--- config.mk ---
export PLATFORM = sky130hd
export DESIGN_NAME = mul_frame_accumulator_flat
export DESIGN_NICKNAME = d
export VERILOG_FILES = /design/src/rtl/mul_frame_accumulator_pkg.sv /design/src/rtl/mul_frame_accumulator_if.sv /design/src/rtl/mul_frame_accumulator.sv /design/src/flat_wrapper.sv
export SDC_FILE = /design/constraint.sdc
export NUM_CORES = 1
export LEC_CHECK = 0
export ABC_AREA = 1
export CAP_MARGIN = 20
export CELL_PAD_IN_SITES_DETAIL_PLACEMENT = 1
export CELL_PAD_IN_SITES_GLOBAL_PLACEMENT = 1
export CORE_MARGIN = 5
export CORE_UTILIZATION = 40
export DETAILED_ROUTE_END_ITERATION = 8
export PLACE_DENSITY_LB_ADDON = 0.1
export SLEW_MARGIN = 10
export SYNTH_ARGS = -nofsm -noshare
export SYNTH_HDL_FRONTEND = slang
export SYNTH_SLANG_ARGS = --single-unit
--- constraint.sdc ---
create_clock -name clk -period 5.05 [get_ports clk]
set_clock_uncertainty 0.15 [all_clocks]
set_input_delay 0.7575 -clock clk [delete_from_list [all_inputs] [get_ports clk]]
set_output_delay 0.7575 -clock clk [all_outputs]
set_load 0.02 [all_outputs]
--- src/rtl/mul_frame_accumulator_pkg.sv ---
// mul_frame_accumulator_pkg: shared types and helpers for the frame accumulator
// Provides the FSM state enum, the counter-width helper and the saturating adder.
package mul_frame_accumulator_pkg;
   typedef enum logic {ACCUM, HOLD} acc_state_t;
   // Counter width for n products per frame, never below one bit.
   function automatic int unsigned cnt_width(input int unsigned n);
      return (n <= 1) ? 1 : $clog2(n);
   endfunction
   // Returns {overflow, result}; result is clamped to 2^acc_w-1.
   function automatic logic [32:0] sat_add(input logic [31:0] acc, input logic [31:0] prod, input int unsigned acc_w);
      logic [32:0] sum, lim;
      sum = {1'b0, acc} + {1'b0, prod};
      lim = (33'd1 << acc_w) - 33'd1;
      return (sum > lim) ? {1'b1, lim[31:0]} : {1'b0, sum[31:0]};
   endfunction
endpackage

--- src/rtl/mul_frame_accumulator_if.sv ---
// mul_frame_accumulator_if: product-in / frame-total-out handshake bundle
// master (producer/consumer side): drives in_valid, in_prod, out_ready, clear
// slave (accumulator side): drives in_ready, out_valid, out_sum, out_sat
interface mul_frame_accumulator_if #(
   parameter int PROD_W = 4,
   parameter int ACC_W  = 8
);
   logic              clear;
   logic              in_valid;
   logic              in_ready;
   logic [PROD_W-1:0] in_prod;
   logic              out_valid;
   logic              out_ready;
   logic [ACC_W-1:0]  out_sum;
   logic              out_sat;
   modport master (output clear, in_valid, in_prod, out_ready, input in_ready, out_valid, out_sum, out_sat);
   modport slave  (input clear, in_valid, in_prod, out_ready, output in_ready, out_valid, out_sum, out_sat);
endinterface

--- src/rtl/mul_frame_accumulator.sv ---
// mul_frame_accumulator: sums FRAME_LEN products into one saturated frame total
// clk, rst : clock and synchronous active-high reset
// bus      : slave side of mul_frame_accumulator_if (clear, product in, total out)
module mul_frame_accumulator
   import mul_frame_accumulator_pkg::*;
#(
   parameter int PROD_W    = 4,
   parameter int ACC_W     = 8,
   parameter int FRAME_LEN = 8
) (
   input logic                      clk,
   input logic                      rst,
   mul_frame_accumulator_if.slave   bus
);
   localparam int CNT_W = cnt_width(FRAME_LEN);
   acc_state_t       state, state_n;
   logic [ACC_W-1:0] acc, res;
   logic [CNT_W-1:0] cnt;
   logic [32:0]      add;
   logic             sat, ovf, accept, last;
   assign add    = sat_add(32'(acc), 32'(bus.in_prod), ACC_W);
   assign res    = add[ACC_W-1:0];
   // Bits above ACC_W are zero once clamped; folding them in keeps the flag defensive.
   assign ovf    = add[32] | (|(add[31:0] >> ACC_W));
   assign accept = bus.in_valid && bus.in_ready;
   assign last   = cnt == CNT_W'(FRAME_LEN - 1);
   always_ff @(posedge clk) begin
      if (rst || bus.clear) state <= ACCUM;
      else state <= state_n;
   end
   always_comb begin
      state_n = (state == ACCUM) ? ((accept && last) ? HOLD : ACCUM) : (bus.out_ready ? ACCUM : HOLD);
   end
   always_comb begin
      bus.in_ready = state == ACCUM;
   end
   always_ff @(posedge clk) begin
      if (rst) begin
         acc           <= '0;
         cnt           <= '0;
         sat           <= 1'b0;
         bus.out_valid <= 1'b0;
         bus.out_sum   <= '0;
         bus.out_sat   <= 1'b0;
      end else if (bus.clear) begin
         acc           <= '0;
         cnt           <= '0;
         sat           <= 1'b0;
         bus.out_valid <= 1'b0;
      end else if (accept && last) begin
         acc           <= '0;
         cnt           <= '0;
         sat           <= 1'b0;
         bus.out_valid <= 1'b1;
         bus.out_sum   <= res;
         bus.out_sat   <= sat | ovf;
      end else if (accept) begin
         acc <= res;
         cnt <= cnt + 1'b1;
         sat <= sat | ovf;
      end else if (state == HOLD && bus.out_ready) begin
         bus.out_valid <= 1'b0;
      end
   end
endmodule

--- src/flat_wrapper.sv ---
// flat-port wrapper written by rule: the top's interface ports become plain ports
module mul_frame_accumulator_flat import mul_frame_accumulator_pkg::*;
#(
   parameter int PROD_W    = 4,
   parameter int ACC_W     = 8,
   parameter int FRAME_LEN = 8
)
  (clk, rst, bus_clear, bus_in_valid, bus_in_prod, bus_out_ready, bus_in_ready, bus_out_valid, bus_out_sum, bus_out_sat);
  mul_frame_accumulator_if #(.PROD_W(PROD_W), .ACC_W(ACC_W)) bus_i ();
  input logic clk;
  input logic rst;
  input wire logic [$bits(bus_i.clear)-1:0] bus_clear;
  input wire logic [$bits(bus_i.in_valid)-1:0] bus_in_valid;
  input wire logic [$bits(bus_i.in_prod)-1:0] bus_in_prod;
  input wire logic [$bits(bus_i.out_ready)-1:0] bus_out_ready;
  output wire logic [$bits(bus_i.in_ready)-1:0] bus_in_ready;
  output wire logic [$bits(bus_i.out_valid)-1:0] bus_out_valid;
  output wire logic [$bits(bus_i.out_sum)-1:0] bus_out_sum;
  output wire logic [$bits(bus_i.out_sat)-1:0] bus_out_sat;
  assign bus_i.clear = bus_clear;
  assign bus_i.in_valid = bus_in_valid;
  assign bus_i.in_prod = bus_in_prod;
  assign bus_i.out_ready = bus_out_ready;
  assign bus_in_ready = bus_i.in_ready;
  assign bus_out_valid = bus_i.out_valid;
  assign bus_out_sum = bus_i.out_sum;
  assign bus_out_sat = bus_i.out_sat;
  mul_frame_accumulator #(.PROD_W(PROD_W), .ACC_W(ACC_W), .FRAME_LEN(FRAME_LEN)) u_core (.clk(clk), .rst(rst), .bus(bus_i));
endmodule
==> results of run 1 <==
[area by class of cell]
class                      count  area share (%)
multi-input combinational    123            43.2
sequential                    23            30.3
timing repair buffer          19            12.5
inverter                      32            8.56
tap                           44            3.62
clock buffer                   3            1.48
clock inverter                 1           0.329
[worst paths after layout]
path	to	slack [ns]	cells after the start
min reg2reg	u_core.cnt[2]	0.33	2
max	u_core.bus.out_sat	2.59	11
max reg2reg	u_core.bus.out_sat	3.14	10
min	u_core.cnt[2]	0.33	2
[per-layer routing]
metal	up-vias	track usage, %
met5	-	0
met4	0	0.759
met3	2	2.53
met2	12	29.6
met1	555	16.4
li1	597	-
[sequential cells by signal, summed over array words and instances, names as in the netlist]
name / flops
u_core.bus.out_sat: 1
u_core.sat: 1
u_core.cnt: 3
u_core.state: 1
u_core.bus.out_valid: 1
u_core.bus.out_sum: 8
u_core.acc: 8
[power by group through the flow]
stage               Sequential, mW  Combinational, mW  Clock (mW)
finish                       0.188             0.0416      0.0877
CTS                          0.188             0.0423      0.0896
global placement             0.191             0.0405           0
floorplan                    0.191             0.0290           0
global route                 0.188             0.0473      0.0999
detailed placement           0.192             0.0420           0
[cells in the mapped netlist, drive strengths merged]
master | count | area [um^2]
nand2 | 43 | 179
inv | 32 | 130
nor2 | 31 | 116
nand3 | 24 | 143
dfxtp | 23 | 460
a21oi | 10 | 50.1
ha | 6 | 75.1
buf | 5 | 47.5
xor2 | 3 | 26.3
nand4 | 2 | 27.5
fa | 1 | 20.0
o21ai | 1 | 5.00
or2 | 1 | 6.26
xnor2 | 1 | 8.76
[cells in the final DEF (no fill, tap or decap), types with 2 or more instances in the layout]
cell | synthesis | routed
nand2_1 | 40 | 40
nor2_1 | 31 | 31
inv_1 | 29 | 29
dfxtp_1 | 23 | 23
nand3_1 | 21 | 21
clkdlybuf4s50_1 | 0 | 19
a21oi_1 | 10 | 10
ha_1 | 6 | 6
xor2_1 | 3 | 3
clkbuf_4 | 0 | 3
nand2_4 | 2 | 2
inv_6 | 2 | 2
nand3_2 | 2 | 2
[worst reg2reg max path, delay by kind of cell, from the launching register on]
kind          cells  cell delay (ns)
fa+ha+maj         2             0.61
buf+inv           2             0.12
simple gates      6             0.61
flops             1             0.34
[cells by family (layout without fill, tap and decap cells)]
group	Yosys count	count (layout)	synth area share (%)
simple gates	101	101	36.4
buf+inv	37	55	13.7
flops	23	23	35.6
compound gates	11	11	4.25
fa+ha+maj	7	7	7.34
xor+xnor	4	4	2.71
[stage by stage]
stage,total power [mW],setup slack [ns],area [um^2]
global placement,0.232,2.31,1490
floorplan,0.220,2.84,1290
finish,0.317,2.59,1520
global route,0.336,2.49,1520
CTS,0.320,2.59,1520
detailed placement,0.234,2.26,1490
==> results.py, run 1 <==
metrics = {
    "outcome": {
        "status": "finished, final reports clean",
    },
    "sta": {
        "finalCritPeriodShare_pct": 48.7,
        "hold_ws_ns": 0.327,
        "setup_viol": 0,
        "fin_tns_setup_ns": 0,
        "final_max_slew_viol_count": 0,
        "final_hold_viol_count": 0,
        "fmax_mhz": 407,
        "relSlewSlack_pct": 75.6,
        "layout_min_cycle_time_ns": 2.46,
        "worstMarginPinSlew_ns": 0.365,
        "rsz0062_at_grt": "no",
    },
    "power": {
        "p_comb_share_pct": 13.1,
        "power.internal_mw": 0.231,
        "power.switching_mw": 0.0856,
        "p_leak_nw": 0.784,
        "p_sw_share_pct": 27.0,
        "vdd_drop_max_uv": 83.8,
        "pwr-share-clk_pct": 27.7,
        "seqPwrFrac_pct": 59.2,
        "p_per_area_nw_per_um2": 209,
    },
    "placed_design": {
        "gp_congestion": 0.767,
        "dp.final_hpwl_um": 2360,
        "dp.cells": 241,
        "port-buffer-count": 19,
    },
    "critical_path": {
        "slowest_delay_ns": 0.41,
        "path_buf_inv": 3,
        "path_class": "in -> reg",
        "timing.rr.start": "u_core.acc[0]",
        "crit_path_top_delay_cell": "fa_1",
        "worst_setup_path_start_kind": "input port",
        "cp.required_ns": 5.12,
        "crit_family": "adder cells",
        "cp_cell_sequence": "clkdlybuf4s50_1, ha_1, fa_1, nand3_1, nand2_2, nand4_4, inv_1, nor2_1, nand2_1, nand2_1, inv_1",
        "cp-startpoint": "bus_in_prod[0]",
        "cp-end-kind": "flop",
        "arrival_ns": 2.53,
        "worstPathMaxFanout": 17,
    },
    "routing": {
        "avgViaCountPerCell": 4.76,
        "wire_per_inst_um": 12.1,
        "vias": 1166,
        "highest_layer": "met4",
        "drt.antenna.violating_nets": 0,
        "route.met3.wl_um": 77,
        "wl_met2_um": 1630,
        "drt_wl_total_um": 2960,
        "drtPass1Iterations": 3,
        "route.detailed.drc": 0,
        "drtIter0Drc": 32,
        "m1WireLength_um": 1250,
    },
    "clock_tree": {
        "hold_buffers": 0,
        "cts_tree": "done",
        "cts_resized": 0,
        "clk_pin_slew_worst_paths_ns": 0.14,
        "root_buffer": "clkbuf_4",
        "clock_sinks": 23,
        "ctsLongestPathBuffers": 2,
        "cts_buffers": 3,
        "insertion_delay_ns": 0.31,
        "cts_post_setup_buffers_inserted": 0,
        "htreeDepth": 1,
    },
    "job": {
        "drv_cap": 0,
    },
    "global_route": {
        "gr-total-overflow": 0,
        "grt_pass1_vias": 1227,
        "grt_max_degree": 19,
        "grt_pass1_wl_um": 5180,
        "antenna_found_initial": 0,
        "track_usage_pct": 14.7,
    },
    "synthesis": {
        "syn_area_um2": 1290,
        "synth_cell_types": 23,
        "synth_nets": 199,
        "avgSynthCellArea_um2": 7.08,
        "postSynthCellCount": 183,
        "synth_seq_cells": 23,
        "yosys_warnings": 0,
        "ys_seq_area_share_pct": 35.6,
    },
    "die": {
        "start_util_pct": 42.1,
        "pin_count": 20,
        "core-area_um2": 3080,
        "num_rows": 20,
        "fp.dieW_um": 66.9,
        "dieArea_um2": 4480,
        "fp.dieH_um": 66.9,
    },
    "cells_and_area": {
        "n_antenna_cell": 0,
        "drive_above_1_share_pct": 7.46,
        "multi_input_area_um2": 657,
        "syn_to_final_growth_pct": 17.4,
        "register_area_um2": 460,
        "final_util_pct": 49.4,
        "final_cells": 245,
        "finalNetCount": 218,
        "final.fill_count": 420,
    },
    "worst_hold_path": {
        "min_path_type": "reg -> reg",
        "worstHoldStart": "u_core.cnt[2]",
    },
}
Power figures use the tool's default switching activity.
==> run 2, diff against run 1 <==
- CORE_UTILIZATION: 40 -> 38
- clock period: 5.05 -> 2.5 ns (I/O delays scaled with it)
==> run 2 against run 1 <==
Worst hold slack better by 0.0075 ns. Critical path depth did not move. Final cell count rose by 1.2%. Global-route usage decreased by 0.25 points. Non-clock buffer count grew 1. Critical endpoint unchanged.
==> results.py, run 2 (synthesis results as in run 1) <==
metrics = {
    "outcome": {
        "status": "finished, final reports clean",
    },
    "die": {
        "core-area_um2": 3310,
        "dieArea_um2": 4680,
        "num_rows": 21,
        "pin_count": 20,
        "fp.dieW_um": 68.4,
        "fp.dieH_um": 68.4,
        "start_util_pct": 39.1,
    },
    "sta": {
        "fmax_mhz": 481,
        "finalCritPeriodShare_pct": 83.1,
        "hold_ws_ns": 0.334,
        "relSlewSlack_pct": 80.6,
        "setup_viol": 0,
        "rsz0062_at_grt": "no",
        "layout_min_cycle_time_ns": 2.08,
        "fin_tns_setup_ns": 0,
        "final_hold_viol_count": 0,
        "final_max_slew_viol_count": 0,
        "worstMarginPinSlew_ns": 0.291,
    },
    "routing": {
        "avgViaCountPerCell": 4.70,
        "drt.antenna.violating_nets": 0,
        "drt_wl_total_um": 3030,
        "drtPass1Iterations": 4,
        "drtIter0Drc": 27,
        "wire_per_inst_um": 12.2,
        "route.detailed.drc": 0,
        "vias": 1165,
    },
    "critical_path": {
        "arrival_ns": 2.16,
        "r2r_slack_ns": 0.57,
        "worstPathMaxFanout": 17,
        "cp-end-kind": "flop",
        "cp.required_ns": 2.58,
        "worst_setup_path_start_kind": "input port",
        "path_class": "in -> reg",
    },
    "clock_tree": {
        "cts_post_setup_buffers_inserted": 0,
        "cts_tree": "done",
        "ctsLongestPathBuffers": 2,
        "cts_buffers": 3,
        "cts_resized": 0,
        "htreeDepth": 1,
        "clock_sinks": 23,
        "insertion_delay_ns": 0.32,
        "root_buffer": "clkbuf_4",
        "clk_pin_slew_worst_paths_ns": 0.14,
        "hold_buffers": 0,
    },
    "job": {
        "drv_cap": 0,
    },
    "cells_and_area": {
        "top_regs": "u_core.acc x8, u_core.bus.out_sum x8, u_core.cnt x3",
        "finalNetCount": 219,
        "syn_to_final_growth_pct": 18.2,
        "final.fill_count": 451,
        "drive_above_1_share_pct": 7.92,
        "mostFrequentLayoutCells": "nand2_1, nor2_1, inv_1",
        "n_antenna_cell": 0,
        "final_common_cell": "nand2_1",
    },
    "global_route": {
        "grt_pass1_vias": 1250,
        "grt_max_degree": 19,
        "antenna_found_initial": 0,
        "gr-total-overflow": 0,
        "track_usage_pct": 14.4,
        "grt_pass1_wl_um": 5040,
    },
    "placed_design": {
        "gp_congestion": 0.698,
        "dp.final_hpwl_um": 2370,
        "port-buffer-count": 19,
    },
    "worst_hold_path": {
        "min_path_type": "reg -> reg",
    },
    "power": {
        "p_leak_nw": 0.788,
        "vdd_drop_max_uv": 157,
        "p_per_area_nw_per_um2": 423,
    },
}
[run 2: cell count changes in the layout (fill, tap and decap cells not counted)]
cell / delta
buf_4: +1
[run 2: layout make-up]
class / count / area (um^2) / share of cell area [%]
inverters: 32 / 130 / 8.50
clock inverters: 1 / 5.00 / 0.327
multi-input cells: 123 / 657 / 42.9
clock buffers: 3 / 22.5 / 1.47
flip-flops and latches: 23 / 460 / 30.1
well taps: 46 / 57.6 / 3.76
repair buffers: 20 / 198 / 12.9
[run 2: through the flow]
stage	utilization [%]	cells	power [mW]	worst slack, ns	cell area [um^2]
after floorplan	-	183	0.444	0.674	1290
after global placement	45.4	244	0.470	0.144	1500
after detailed placement	45.4	244	0.474	0.0820	1500
after CTS	46.2	248	0.653	0.424	1530
after global routing	46.2	248	0.675	0.354	1530
final	46.2	248	0.648	0.423	1530
[run 2: layer usage]
metal / vias up / GRT usage [%] / part of all wire (%)
met2: 13 / 29.8 / 54
met3: 2 / 2.13 / 2.7
met5: - / 0 / 0
met1: 553 / 14.0 / 42
li1: 597 / - / -
met4: 0 / 5.21 / 0.69
[run 2: path summary, 6_finish.rpt]
kind,startpoint,endpoint,cells past startpoint
worst max-delay path,bus_in_prod[0],u_core.bus.out_sat,11
worst min-delay path,u_core.cnt[2],u_core.cnt[2],2
worst max register to register,u_core.acc[0],u_core.bus.out_sat,10
worst min register to register,u_core.cnt[2],u_core.cnt[2],2
[run 2: worst max-delay path, stage by stage]
cell and delay (ns):
clkdlybuf4s50_1 0.41, ha_1 0.22, fa_1 0.41, nand3_1 0.12, nand2_2 0.11, nand4_4 0.19
inv_1 0.09, nor2_1 0.09, nand2_1 0.05, nand2_1 0.06, inv_1 0.04
[run 2: power breakdown]
part | switching (mW) | internal (mW) | total (mW)
clock network | 0.124 | 0.0598 | 0.183
registers | 0.00600 | 0.373 | 0.379
logic | 0.0494 | 0.0356 | 0.0850
==> run 3, diff against run 2 <==
- clock period: 2.5 -> 2.1 ns (I/O delays scaled with it)
==> run 3 against run 2 <==
Clock power increased by 16%. Cell area increased by 2.8%. Die area unchanged. Total power increased by 19%. Largest cell class unchanged. Largest power group unchanged.
==> results.py, run 3 (synthesis results as in run 1) <==
metrics = {
    "clock_tree": {
        "ctsLongestPathBuffers": 2,
        "clk_pin_slew_worst_paths_ns": 0.14,
        "clock_sinks": 23,
        "cts_resized": 0,
        "cts_tree": "done",
        "htreeDepth": 1,
        "cts_buffers": 3,
        "cts_post_setup_buffers_inserted": 0,
        "insertion_delay_ns": 0.32,
        "hold_buffers": 0,
        "root_buffer": "clkbuf_4",
    },
    "placed_design": {
        "dp.final_hpwl_um": 2390,
        "post-place-ws_ns": -0.185,
        "port-buffer-count": 19,
        "placed_area_um2": 1550,
        "gp_congestion": 0.815,
        "dp.cells": 248,
    },
    "global_route": {
        "gr-total-overflow": 0,
        "grt_pass1_wl_um": 5110,
        "track_usage_pct": 14.5,
        "grt_max_degree": 19,
        "antenna_found_initial": 0,
        "grt_pass1_vias": 1227,
    },
    "cells_and_area": {
        "final_common_cell": "nand2_1",
        "final_util_pct": 47.5,
        "n_antenna_cell": 0,
        "drive_above_1_share_pct": 9.71,
        "top_regs": "u_core.acc x8, u_core.bus.out_sum x8, u_core.cnt x3",
        "syn_to_final_growth_pct": 21.4,
        "finalNetCount": 223,
        "final.fill_count": 459,
        "final_cells": 252,
        "mostFrequentLayoutCells": "nand2_1, nor2_1, inv_1",
        "design_area_um2": 1570,
    },
    "job": {
        "drv_cap": 0,
    },
    "sta": {
        "hold_ws_ns": 0.345,
        "fin_ws_ns": 0.183,
        "final_max_slew_viol_count": 0,
        "relSlewSlack_pct": 80.6,
        "setup_viol": 0,
        "rsz0062_at_grt": "no",
        "finalCritPeriodShare_pct": 91.3,
        "fmax_mhz": 522,
        "fin_tns_setup_ns": 0,
        "worstMarginPinSlew_ns": 0.290,
        "layout_min_cycle_time_ns": 1.92,
        "final_hold_viol_count": 0,
    },
    "routing": {
        "drt.antenna.violating_nets": 0,
        "drtPass1Iterations": 4,
        "route.detailed.drc": 0,
        "drt_wl_total_um": 3000,
        "drtIter0Drc": 31,
        "avgViaCountPerCell": 4.68,
        "vias": 1180,
        "wire_per_inst_um": 11.9,
    },
    "outcome": {
        "status": "finished, final reports clean",
    },
    "die": {
        "fp.dieW_um": 68.4,
        "pin_count": 20,
        "num_rows": 21,
        "start_util_pct": 39.1,
        "fp.dieH_um": 68.4,
        "core-area_um2": 3310,
        "dieArea_um2": 4680,
    },
    "power": {
        "p_total_mw": 0.769,
        "p_per_area_nw_per_um2": 489,
        "vdd_drop_max_uv": 208,
        "p_leak_nw": 0.813,
    },
    "critical_path": {
        "arrival_ns": 2.00,
        "cp.required_ns": 2.19,
        "cp-end-kind": "flop",
        "worst_setup_path_start_kind": "input port",
        "path_class": "in -> reg",
        "worstPathMaxFanout": 5,
    },
    "worst_hold_path": {
        "min_path_type": "reg -> reg",
    },
}
-- run 3: cell count changes in the layout (fill, tap and decap cells not counted) --
cell | before | now
buf_12 | 0 | 1
buf_4 | 1 | 4
-- run 3: path summary, 6_finish.rpt --
kind	start	end	slack [ns]	cells after the start
worst min register to register	u_core.bus.out_valid	u_core.bus.out_valid	0.35	2
worst max register to register	u_core.acc[0]	u_core.acc[4]	0.27	9
worst max-delay path	bus_in_prod[0]	u_core.acc[4]	0.18	10
worst min-delay path	u_core.bus.out_valid	u_core.bus.out_valid	0.35	2
-- run 3: layout make-up --
cell class	instances	area [um^2]	share of cell area, %
Timing Repair Buffer	24	240	15.3
Sequential cell	23	460	29.3
Clock buffer	3	22.5	1.43
Inverter	32	130	8.27
Tap cell	46	57.6	3.66
Multi-Input combinational cell	123	657	41.8
Clock inverter	1	5.00	0.318
-- run 3: per-layer routing --
metal / share of wire, % / global-route usage, % / up-vias
li1: - / - / 609
met1: 43 / 15.7 / 552
met4: 1.0 / 3.72 / 0
met3: 2.8 / 2.63 / 5
met2: 53 / 28.5 / 14
met5: 0 / 0 / -
-- run 3: worst max-delay path, cell delays in order --
cell	delay (ns)
clkdlybuf4s50_1	0.40
ha_1	0.22
fa_1	0.39
nand3_1	0.11
nand2_2	0.10
nand4_4	0.12
buf_4	0.15
nand3_1	0.09
nand2_1	0.08
inv_1	0.04
-- run 3: report_power, final --
part / switching (mW) / internal, mW / total (mW)
clock network: 0.141 / 0.0713 / 0.212
registers: 0.00736 / 0.444 / 0.452
logic: 0.0595 / 0.0452 / 0.105
total: 0.208 / 0.561 / 0.769
